<file path="config.mk">
export PLATFORM = sky130hd
export DESIGN_NAME = multicycle_sequencer
export DESIGN_NICKNAME = d
export VERILOG_FILES = /design/src/rtl/mc_seq_pkg.sv /design/src/rtl/mc_step_alu.sv /design/src/rtl/multicycle_sequencer.sv
export SDC_FILE = /design/constraint.sdc
export NUM_CORES = 1
export LEC_CHECK = 0
export ABC_AREA = 1
export CORE_UTILIZATION = 57
export DETAILED_ROUTE_END_ITERATION = 8
export PLACE_DENSITY = 0.95
export SKIP_CTS_REPAIR_TIMING = 1
export SYNTH_ARGS = -nofsm -noshare
export SYNTH_HDL_FRONTEND = slang
export SYNTH_HIERARCHICAL = 1
export SYNTH_SLANG_ARGS = --single-unit
</file>
<file path="constraint.sdc">
create_clock -name clk -period 4.2 [get_ports clk]
set_input_delay 1.26 -clock clk [delete_from_list [all_inputs] [get_ports clk]]
set_output_delay 1.26 -clock clk [all_outputs]
set_load 0.02 [all_outputs]
</file>
<file path="src/rtl/mc_seq_pkg.sv">
// Shared types for the multicycle sequencer: FSM states, op codes, opcode field positions.
// Latency: n/a (types and constants only).
// Backpressure: n/a.
package mc_seq_pkg;

    typedef enum logic [1:0] {
        IDLE  = 2'b00,
        LOAD  = 2'b01,
        EXEC  = 2'b10,
        WRITE = 2'b11
    } state_t;

    typedef enum logic [1:0] {
        MC_MUL = 2'b00,
        MC_DIV = 2'b01,
        MC_SHL = 2'b10,
        MC_SHR = 2'b11
    } op_t;

    // Bit positions of the fields inside mc_opcode: {op, dst, srcA, srcB}
    localparam int OP_MSB   = 7;
    localparam int OP_LSB   = 6;
    localparam int DST_MSB  = 5;
    localparam int DST_LSB  = 4;
    localparam int SRCA_MSB = 3;
    localparam int SRCA_LSB = 2;
    localparam int SRCB_MSB = 1;
    localparam int SRCB_LSB = 0;

endpackage

</file>
<file path="src/rtl/mc_step_alu.sv">
// Single-iteration datapath: next accumulator/operand values for one MUL, DIV or shift step.
// Latency: purely combinational, no state.
// Backpressure: none; the sequencer decides when a step is committed. DIV step exists only with MC_DIV_EN.
module mc_step_alu
    import mc_seq_pkg::*;
#(
    parameter int DATA_W = 8
) (
    input  op_t               op,
    input  logic [DATA_W-1:0] acc,
    input  logic [DATA_W-1:0] a,
    input  logic [DATA_W-1:0] b,
    output logic [DATA_W-1:0] acc_nxt,
    output logic [DATA_W-1:0] a_nxt,
    output logic [DATA_W-1:0] b_nxt
);

`ifdef MC_DIV_EN
    logic [DATA_W:0] shifted;
    logic [DATA_W:0] trial;
`endif

    // One step of the selected operation; unused operands pass through unchanged
    always_comb begin
        acc_nxt = acc;
        a_nxt   = a;
        b_nxt   = b;
`ifdef MC_DIV_EN
        // Restoring divide: acc holds the partial remainder, a the dividend/quotient
        shifted = {acc, a[DATA_W-1]};
        trial   = shifted - {1'b0, b};
`endif
        case (op)
            MC_MUL: begin
                // Shift-add: a is the multiplicand moving left, b the multiplier moving right
                if (b[0]) begin
                    acc_nxt = acc + a;
                end
                a_nxt = a << 1;
                b_nxt = b >> 1;
            end
`ifdef MC_DIV_EN
            MC_DIV: begin
                // Remainder stays below the divisor, so it always fits in DATA_W bits
                if (!trial[DATA_W]) begin
                    acc_nxt = trial[DATA_W-1:0];
                    a_nxt   = {a[DATA_W-2:0], 1'b1};
                end else begin
                    acc_nxt = shifted[DATA_W-1:0];
                    a_nxt   = {a[DATA_W-2:0], 1'b0};
                end
            end
`endif
            MC_SHL: a_nxt = a << 1;
            MC_SHR: a_nxt = a >> 1;
            default: ;
        endcase
    end

endmodule

</file>
<file path="src/rtl/multicycle_sequencer.sv">
// Multicycle executor: iterative MUL, restoring DIV (MC_DIV_EN) and multi-bit shifts into the register file.
// Latency: accept->done is 2+DATA_W cycles for MUL/DIV, 2+n for a shift by n, 2 for DIV by zero or unsupported DIV.
// Backpressure: stall holds fetch while busy; requests arriving while busy (including WRITE) are dropped.
module multicycle_sequencer
    import mc_seq_pkg::*;
#(
    parameter int DATA_W = 8,
    parameter int CNT_W  = 4
) (
    input  logic              clk,
    input  logic              reset,
    input  logic              mc_valid,
    input  logic [7:0]        mc_opcode,
    output logic [1:0]        rf_rd_sel_a,
    output logic [1:0]        rf_rd_sel_b,
    input  logic [DATA_W-1:0] rf_rd_data_a,
    input  logic [DATA_W-1:0] rf_rd_data_b,
    output logic              rf_wr_en,
    output logic [1:0]        rf_wr_sel,
    output logic [DATA_W-1:0] rf_wr_data,
    output logic              stall,
    output logic              busy,
    output logic              done,
    output logic              div_zero
);

    state_t            state_q, state_d;
    logic [7:0]        opcode_q, opcode_d;
    logic [DATA_W-1:0] opa_q, opa_d;
    logic [DATA_W-1:0] opb_q, opb_d;
    logic [DATA_W-1:0] acc_q, acc_d;
    logic [CNT_W-1:0]  cnt_q, cnt_d;
    logic              div_zero_q, div_zero_d;

    op_t               op;
    logic [DATA_W-1:0] alu_acc, alu_a, alu_b;

    assign op = op_t'(opcode_q[OP_MSB:OP_LSB]);

    mc_step_alu #(
        .DATA_W (DATA_W)
    ) u_step_alu (
        .op      (op),
        .acc     (acc_q),
        .a       (opa_q),
        .b       (opb_q),
        .acc_nxt (alu_acc),
        .a_nxt   (alu_a),
        .b_nxt   (alu_b)
    );

    // Next-state logic: accept, load operands and step count, iterate, write back
    always_comb begin
        state_d    = state_q;
        opcode_d   = opcode_q;
        opa_d      = opa_q;
        opb_d      = opb_q;
        acc_d      = acc_q;
        cnt_d      = cnt_q;
        div_zero_d = div_zero_q;
        case (state_q)
            IDLE: begin
                if (mc_valid) begin
                    opcode_d   = mc_opcode;
                    div_zero_d = 1'b0;
                    state_d    = LOAD;
                end
            end
            LOAD: begin
                opa_d = rf_rd_data_a;
                opb_d = rf_rd_data_b;
                acc_d = '0;
                case (op)
                    MC_MUL: begin
                        cnt_d   = CNT_W'(DATA_W);
                        state_d = EXEC;
                    end
                    MC_DIV: begin
`ifdef MC_DIV_EN
                        if (rf_rd_data_b == '0) begin
                            // Divide by zero: saturate the quotient and flag it
                            opa_d      = '1;
                            div_zero_d = 1'b1;
                            cnt_d      = '0;
                            state_d    = WRITE;
                        end else begin
                            cnt_d   = CNT_W'(DATA_W);
                            state_d = EXEC;
                        end
`else
                        // No divider: write zero and flag the op as unsupported
                        opa_d      = '0;
                        div_zero_d = 1'b1;
                        cnt_d      = '0;
                        state_d    = WRITE;
`endif
                    end
                    default: begin
                        // Shifts take one step per bit; a zero count writes opA back untouched
                        cnt_d   = CNT_W'(rf_rd_data_b[2:0]);
                        state_d = (rf_rd_data_b[2:0] == 3'd0) ? WRITE : EXEC;
                    end
                endcase
            end
            EXEC: begin
                acc_d = alu_acc;
                opa_d = alu_a;
                opb_d = alu_b;
                cnt_d = cnt_q - CNT_W'(1);
                if (cnt_q == CNT_W'(1)) begin
                    state_d = WRITE;
                end
            end
            WRITE: begin
                state_d = IDLE;
            end
            default: state_d = IDLE;
        endcase
    end

    // State and datapath registers with synchronous reset
    always_ff @(posedge clk) begin
        if (reset) begin
            state_q    <= IDLE;
            opcode_q   <= '0;
            opa_q      <= '0;
            opb_q      <= '0;
            acc_q      <= '0;
            cnt_q      <= '0;
            div_zero_q <= 1'b0;
        end else begin
            state_q    <= state_d;
            opcode_q   <= opcode_d;
            opa_q      <= opa_d;
            opb_q      <= opb_d;
            acc_q      <= acc_d;
            cnt_q      <= cnt_d;
            div_zero_q <= div_zero_d;
        end
    end

    // Register-file interface and status, decoded from the current state
    always_comb begin
        rf_rd_sel_a = '0;
        rf_rd_sel_b = '0;
        rf_wr_en    = 1'b0;
        rf_wr_sel   = '0;
        rf_wr_data  = '0;
        if (state_q == LOAD) begin
            rf_rd_sel_a = opcode_q[SRCA_MSB:SRCA_LSB];
            rf_rd_sel_b = opcode_q[SRCB_MSB:SRCB_LSB];
        end
        if (state_q == WRITE) begin
            rf_wr_en   = 1'b1;
            rf_wr_sel  = opcode_q[DST_MSB:DST_LSB];
            rf_wr_data = (op == MC_MUL) ? acc_q : opa_q;
        end
    end

    assign busy     = (state_q != IDLE);
    assign stall    = (mc_valid && (state_q == IDLE)) || (state_q != IDLE);
    assign done     = rf_wr_en;
    assign div_zero = div_zero_q;

endmodule

</file>
==> results of run 1 <==
[cell families (layout without fill, tap and decap cells)]
logic type	after synthesis	after routing
buf+inv	67	106
fa+ha+maj	15	15
simple gates	238	238
flops	39	39
compound gates	59	59
xor+xnor	3	3
[worst min-delay path by stage]
stage	from	endpoint	slack (ps)
after floorplan	opcode_q[0]	opcode_q[0]	450
after global placement	opcode_q[2]	opcode_q[2]	460
after detailed placement	opcode_q[5]	opcode_q[5]	480
after CTS	opcode_q[3]	opcode_q[3]	490
after global routing	opcode_q[5]	opcode_q[5]	530
final	opcode_q[5]	opcode_q[5]	490
[synthesized netlist by cell type (3+ instances only)]
| master | count |
|---|---|
| nand2_1 | 152 |
| buf_4 | 5 |
| inv_2 | 4 |
| or2_2 | 4 |
| nor3_1 | 9 |
| dfxtp_1 | 39 |
| a31oi_1 | 8 |
| nor2_1 | 42 |
| buf_2 | 3 |
| nor2_4 | 5 |
| a21oi_1 | 21 |
| nand3_1 | 23 |
| inv_1 | 48 |
| clkbuf_1 | 5 |
| ha_1 | 14 |
| o21ai_0 | 21 |
[area by class of cell]
class,count,share of cell area [%]
timing repair buffer,46,14.6
sequential,39,24.9
inverter,53,6.42
clock inverter,1,0.160
multi-input combinational,315,49.2
tap,52,2.08
clock buffer,6,2.63
[worst max-delay path, stage by stage]
cell and delay [ps]:
clkdlybuf4s50_1 480, nor2_1 60, inv_1 70, clkdlybuf4s50_1 600
[report_power, final]
| group | switching, mW | total (mW) | internal (mW) | leakage (nW) |
|---|---|---|---|---|
| Clock | 0.131 | 0.260 | 0.129 | 0.0470 |
| Sequential | 0.124 | 0.602 | 0.478 | 0.319 |
| Combinational | 0.662 | 1.02 | 0.355 | 1.09 |
[flip-flops by register name (all words and copies together), names as in the netlist]
signal,flops
acc_q,8
cnt_q,4
div_zero,1
opa_q,8
opb_q,8
opcode_q,8
state_q,2
[routing by layer]
| metal | part of all wire [%] | wire, um | up-vias |
|---|---|---|---|
| li1 | - | - | 1407 |
| met1 | 41 | 2690 | 1262 |
| met2 | 51 | 3320 | 82 |
| met3 | 6.2 | 407 | 17 |
| met4 | 2.3 | 149 | 0 |
| met5 | 0 | 0 | - |
==> run_results.csv, run 1 <==
group,metric,value,unit
cts,cts_buffer_depth,2,
worst_setup_path,r2r-start,"state_q[0]",
synth,syn_nets,463,
synth,synth_fa_ha_area_share,7.49,%
timing,clock_skew,7.48,ps
timing,hold_viol,0,
grt,use_met2,48.9,%
hold_path,whs_path_depth,2,
pwr,p_per_area,599,nW/um2
synth,synth-async-reset-ratio,0,%
cts,path_clk_slew,70,ps
finish,fill_cells,348,
synth,ys_ff_latch,39,
detailed_routing,wire_per_inst,12.8,um
finish,finalNonFillerCells,512,
worst_setup_path,crit_start,"mc_valid",
cts,clock_latency,300,ps
die,die_w,69.6,um
die,die_y,69.6,um
worst_setup_path,required,2940,ps
detailed_routing,drt_first_iter_violations,185,
detailed_routing,drc,0,
finish,seq_area,781,um2
job,cap_violations,0,
grt,use_met3,5.81,%
synth,synth_area,2610,um2
synth,synth_cells,421,
synth,yosys-top-cells-area,"dfxtp_1 30%, nand2_1 22%, inv_1 6.9%",
finish,final_core_util,71.5,%
timing,period_share,88.9,%
grt,grt_use_total,28.4,%
cts,cts_root_buf,"clkbuf_8",
worst_setup_path,crit_fanout,2,
worst_setup_path,r2r-end,"opa_q[4]",
synth,synth_cell_types,31,
pwr,vdd_drop_max,0.000637,V
hold_path,worst_hold_path_type,"reg -> reg",
timing,holdWs,493,ps
synth,synth-seq-area-share,29.9,%
synth,yosysWarnings,6,
detailed_routing,viasPerCell,5.41,
finish,num-nets-final,502,
synth,syn_avg_cell_area,6.19,um2
synth,synth_mux_area_share,0,%
pwr,finalPower,1.88,mW
synth,synth_top_cell_area_share,29.9,%
synth,synth_simple_gate_area_share,38.1,%
cts,cts_made_buffers,5,
worst_setup_path,crit_arrival,2470,ps
finish,final_common_cell,"nand2_1",
die,fp.coreArea,4380,um2
timing,fin_ws,467,ps
synth,synth_top_cell_by_area,"dfxtp_1",
placed_design,io_buffers,45,
placed_design,dp_worst_setup_slack,485,ps
pwr,p_leak,1.45,nW
grt,grt_pass1_wl,11200,um
grt,grtUsageMet1,33.1,%
grt,grt-busiest-layer,"met2",
synth,synth_compound_area_share,12.6,%
timing,finalMaxSlewViolations,0,
cts,cts_sinks,39,
timing,maxSlewHeadroom,52.1,%
synth,synth_top_family_by_area,"simple AND/OR/NAND/NOR gates",
finish,multi_input_area,1540,um2
grt,antenna_found_initial,0,
timing,fmax,0.268,GHz
detailed_routing,ant_nets,0,
timing,min_period,3730,ps
worst_setup_path,r2r_cells,8,
timing,final.setup.tns,0,ps
synth,synth_edf_count,0,
finish,syn_to_final_growth,20.2,%
die,io_pins,46,
placed_design,dp_cells,505,
detailed_routing,drt-total-wl,6570,um
detailed_routing,dr.pass1.iters,4,
die,start_util,59.5,%
worst_setup_path,ff2ff_setup_slack,2160,ps
worst_setup_path,cp-end-kind,"output port",
placed_design,dp_hpwl,4740,um
finish,drive_gt1_share,5.43,%
detailed_routing,vias,2768,
synth,synthFlopType,"dfxtp_1",
timing,grt_setup_unrepaired,"false",
die,core.rowCount,24,
worst_setup_path,critPathKind,"in -> out",
finish,final_cell_mix,"152 x nand2_1, 48 x inv_1, 45 x clkdlybuf4s50_1",
placed_design,place_congestion,0.886,
finish,final_area,3140,um2
grt,grt_overflow,0,
cts,cts_tree,"yes",
timing,setup_viol_count_final,0,
worst_setup_path,worstSetupEndpoint,"stall",
placed_design,place_area,3050,um2
cts,htreeDepth,2,
status,status,"finished, final reports clean",
grt,grt_max_degree,29,
die,dieArea,4850,um2
worst_setup_path,critPathLaunchType,"primary input",
timing,worst_pin_slew,718,ps
synth,synth_xor_area_share,1.01,%
finish,antenna_cells,0,
grt,grt_pass1_vias,2618,
Power figures use the tool's default switching activity.
==> run 2, diff against run 1 <==
--- a/config.mk
+++ b/config.mk
@@ -6,9 +6,11 @@
 export NUM_CORES = 1
 export LEC_CHECK = 0
 export ABC_AREA = 1
-export CORE_UTILIZATION = 57
+export CAP_MARGIN = 20
+export CORE_UTILIZATION = 65
 export DETAILED_ROUTE_END_ITERATION = 8
-export PLACE_DENSITY = 0.95
+export DONT_BUFFER_PORTS = 1
+export PLACE_DENSITY = 0.91
 export SKIP_CTS_REPAIR_TIMING = 1
 export SYNTH_ARGS = -nofsm -noshare
 export SYNTH_HDL_FRONTEND = slang
==> run 2 against run 1 <==
Net effect: worst setup slack better by 520 ps; wire length down 5.8%; total power decreased by 0.68%; largest cell class unchanged; critical path type is now reg -> out; first-iteration DRC count decreased by 2.2%; critical endpoint is now rf_wr_data[6]; utilization rose by 0.67 points; die area is 12% lower; sequential power about the same.
==> run_results.csv, run 2 (synthesis results as in run 1) <==
group,metric,value,unit
status,status,"finished, final reports clean",
detailed_routing,vias,2551,
finish,seq_area,781,um2
grt,antenna_found_initial,0,
grt,grt_pass1_wl,9720,um
detailed_routing,drt-total-wl,6190,um
pwr,vdd_drop_max,0.000584,V
worst_setup_path,required,2940,ps
worst_setup_path,critPathTopFamily,"adder cells",
timing,grt_setup_unrepaired,"false",
finish,final_cell_mix,"152 x nand2_1, 48 x inv_1, 42 x nor2_1",
die,fp.coreArea,3740,um2
pwr,swShare,48.7,%
cts,cts_sinks,39,
worst_setup_path,crit_chain,"ha_1 > o21ai_0 > nor2_1",
job,cap_violations,0,
cts,clock_latency,300,ps
cts,cts_made_buffers,5,
die,start_util,69.7,%
timing,fin_ws,984,ps
finish,multi_input_area,1540,um2
pwr,finalPower,1.87,mW
worst_setup_path,cp.buffers_inverters,0,
finish,final_area,2700,um2
finish,finalNonFillerCells,463,
detailed_routing,drc,0,
pwr,p_int,0.958,mW
grt,grt_use_total,29.7,%
placed_design,dp_worst_setup_slack,1320,ps
detailed_routing,drt_first_iter_violations,181,
finish,syn_to_final_growth,3.65,%
cts,path_clk_slew,80,ps
worst_setup_path,cp_slowest_stage_delay,670,ps
worst_setup_path,cp_slowest_cell,"ha_1",
die,io_pins,46,
timing,setup_viol_count_final,0,
worst_setup_path,critPathLaunchType,"register",
die,core.rowCount,22,
pwr,p_per_area,690,nW/um2
pwr,seq_power_share,32.3,%
detailed_routing,dr.pass1.iters,4,
detailed_routing,viasPerCell,5.51,
timing,clock_skew,12.4,ps
finish,final_common_cell,"nand2_1",
timing,worst_pin_slew,733,ps
cts,cts_tree,"yes",
detailed_routing,wire_per_inst,13.4,um
pwr,p_clk_share,17.6,%
cts,cts_root_buf,"clkbuf_8",
timing,final.setup.tns,0,ps
finish,antenna_cells,0,
die,die_y,65.3,um
timing,hold_viol,0,
placed_design,io_buffers,0,
placed_design,dp_cells,455,
timing,finalMaxSlewViolations,0,
die,die_w,65.3,um
worst_setup_path,crit_fanout,12,
finish,drive_gt1_share,6.02,%
finish,fill_cells,348,
pwr,comb_power_share,50.1,%
grt,grt_pass1_vias,2220,
placed_design,place_area,2580,um2
grt,grt_max_degree,29,
worst_setup_path,cp-end-kind,"output port",
timing,holdWs,489,ps
timing,maxSlewHeadroom,51.1,%
pwr,power.switching,0.908,mW
worst_setup_path,critPathKind,"reg -> out",
cts,cts_buffer_depth,2,
worst_setup_path,crit_arrival,1960,ps
timing,fmax,0.311,GHz
finish,final_core_util,72.2,%
die,dieArea,4270,um2
cts,htreeDepth,2,
grt,grt_overflow,0,
hold_path,worst_hold_path_type,"reg -> reg",
timing,period_share,76.6,%
finish,num-nets-final,456,
detailed_routing,ant_nets,0,
placed_design,place_congestion,0.853,
placed_design,dp_hpwl,4340,um
pwr,p_leak,1.30,nW
timing,min_period,3220,ps
[run 2: changes by cell type in the layout (fill, tap and decap cells not counted), sizes merged]
| cell | before | now |
|---|---|---|
| bufinv | 0 | 1 |
| buf | 1 | 0 |
| clkdlybuf4s50 | 45 | 0 |
[run 2: power groups by stage]
stage	combinational [mW]	sequential (mW)	clock (mW)
after floorplan	0.806	0.562	0
after global placement	0.889	0.598	0
after detailed placement	0.921	0.605	0
after CTS	0.935	0.598	0.330
after global routing	1.05	0.612	0.349
final	0.935	0.602	0.329
[run 2: metal layers]
layer,GRT usage (%),up-vias,wire [um]
li1,-,1312,-
met1,36.8,1135,2630
met2,50.3,88,3000
met3,6.42,16,423
met4,10.9,0,137
met5,0,-,0
[run 2: path summary, 6_finish.rpt]
path,startpoint,endpoint,slack (ps),cells after the start
max,state_q[0],rf_wr_data[6],980,3
min,opcode_q[5],opcode_q[5],490,2
max reg2reg,state_q[0],opa_q[3],2060,8
min reg2reg,opcode_q[5],opcode_q[5],490,2
[run 2: area by class of cell]
class / instances / share of cell area (%)
clock inverters: 2 / 1.30
inverters: 53 / 7.45
multi-input cells: 315 / 57.1
well taps: 48 / 2.22
clock buffers: 6 / 3.06
flip-flops and latches: 39 / 28.9
[run 2: worst min-delay path, stage by stage (launching register included)]
cell,delay [ps]
dfxtp_1,330
nor2_1,50
nor2_1,80
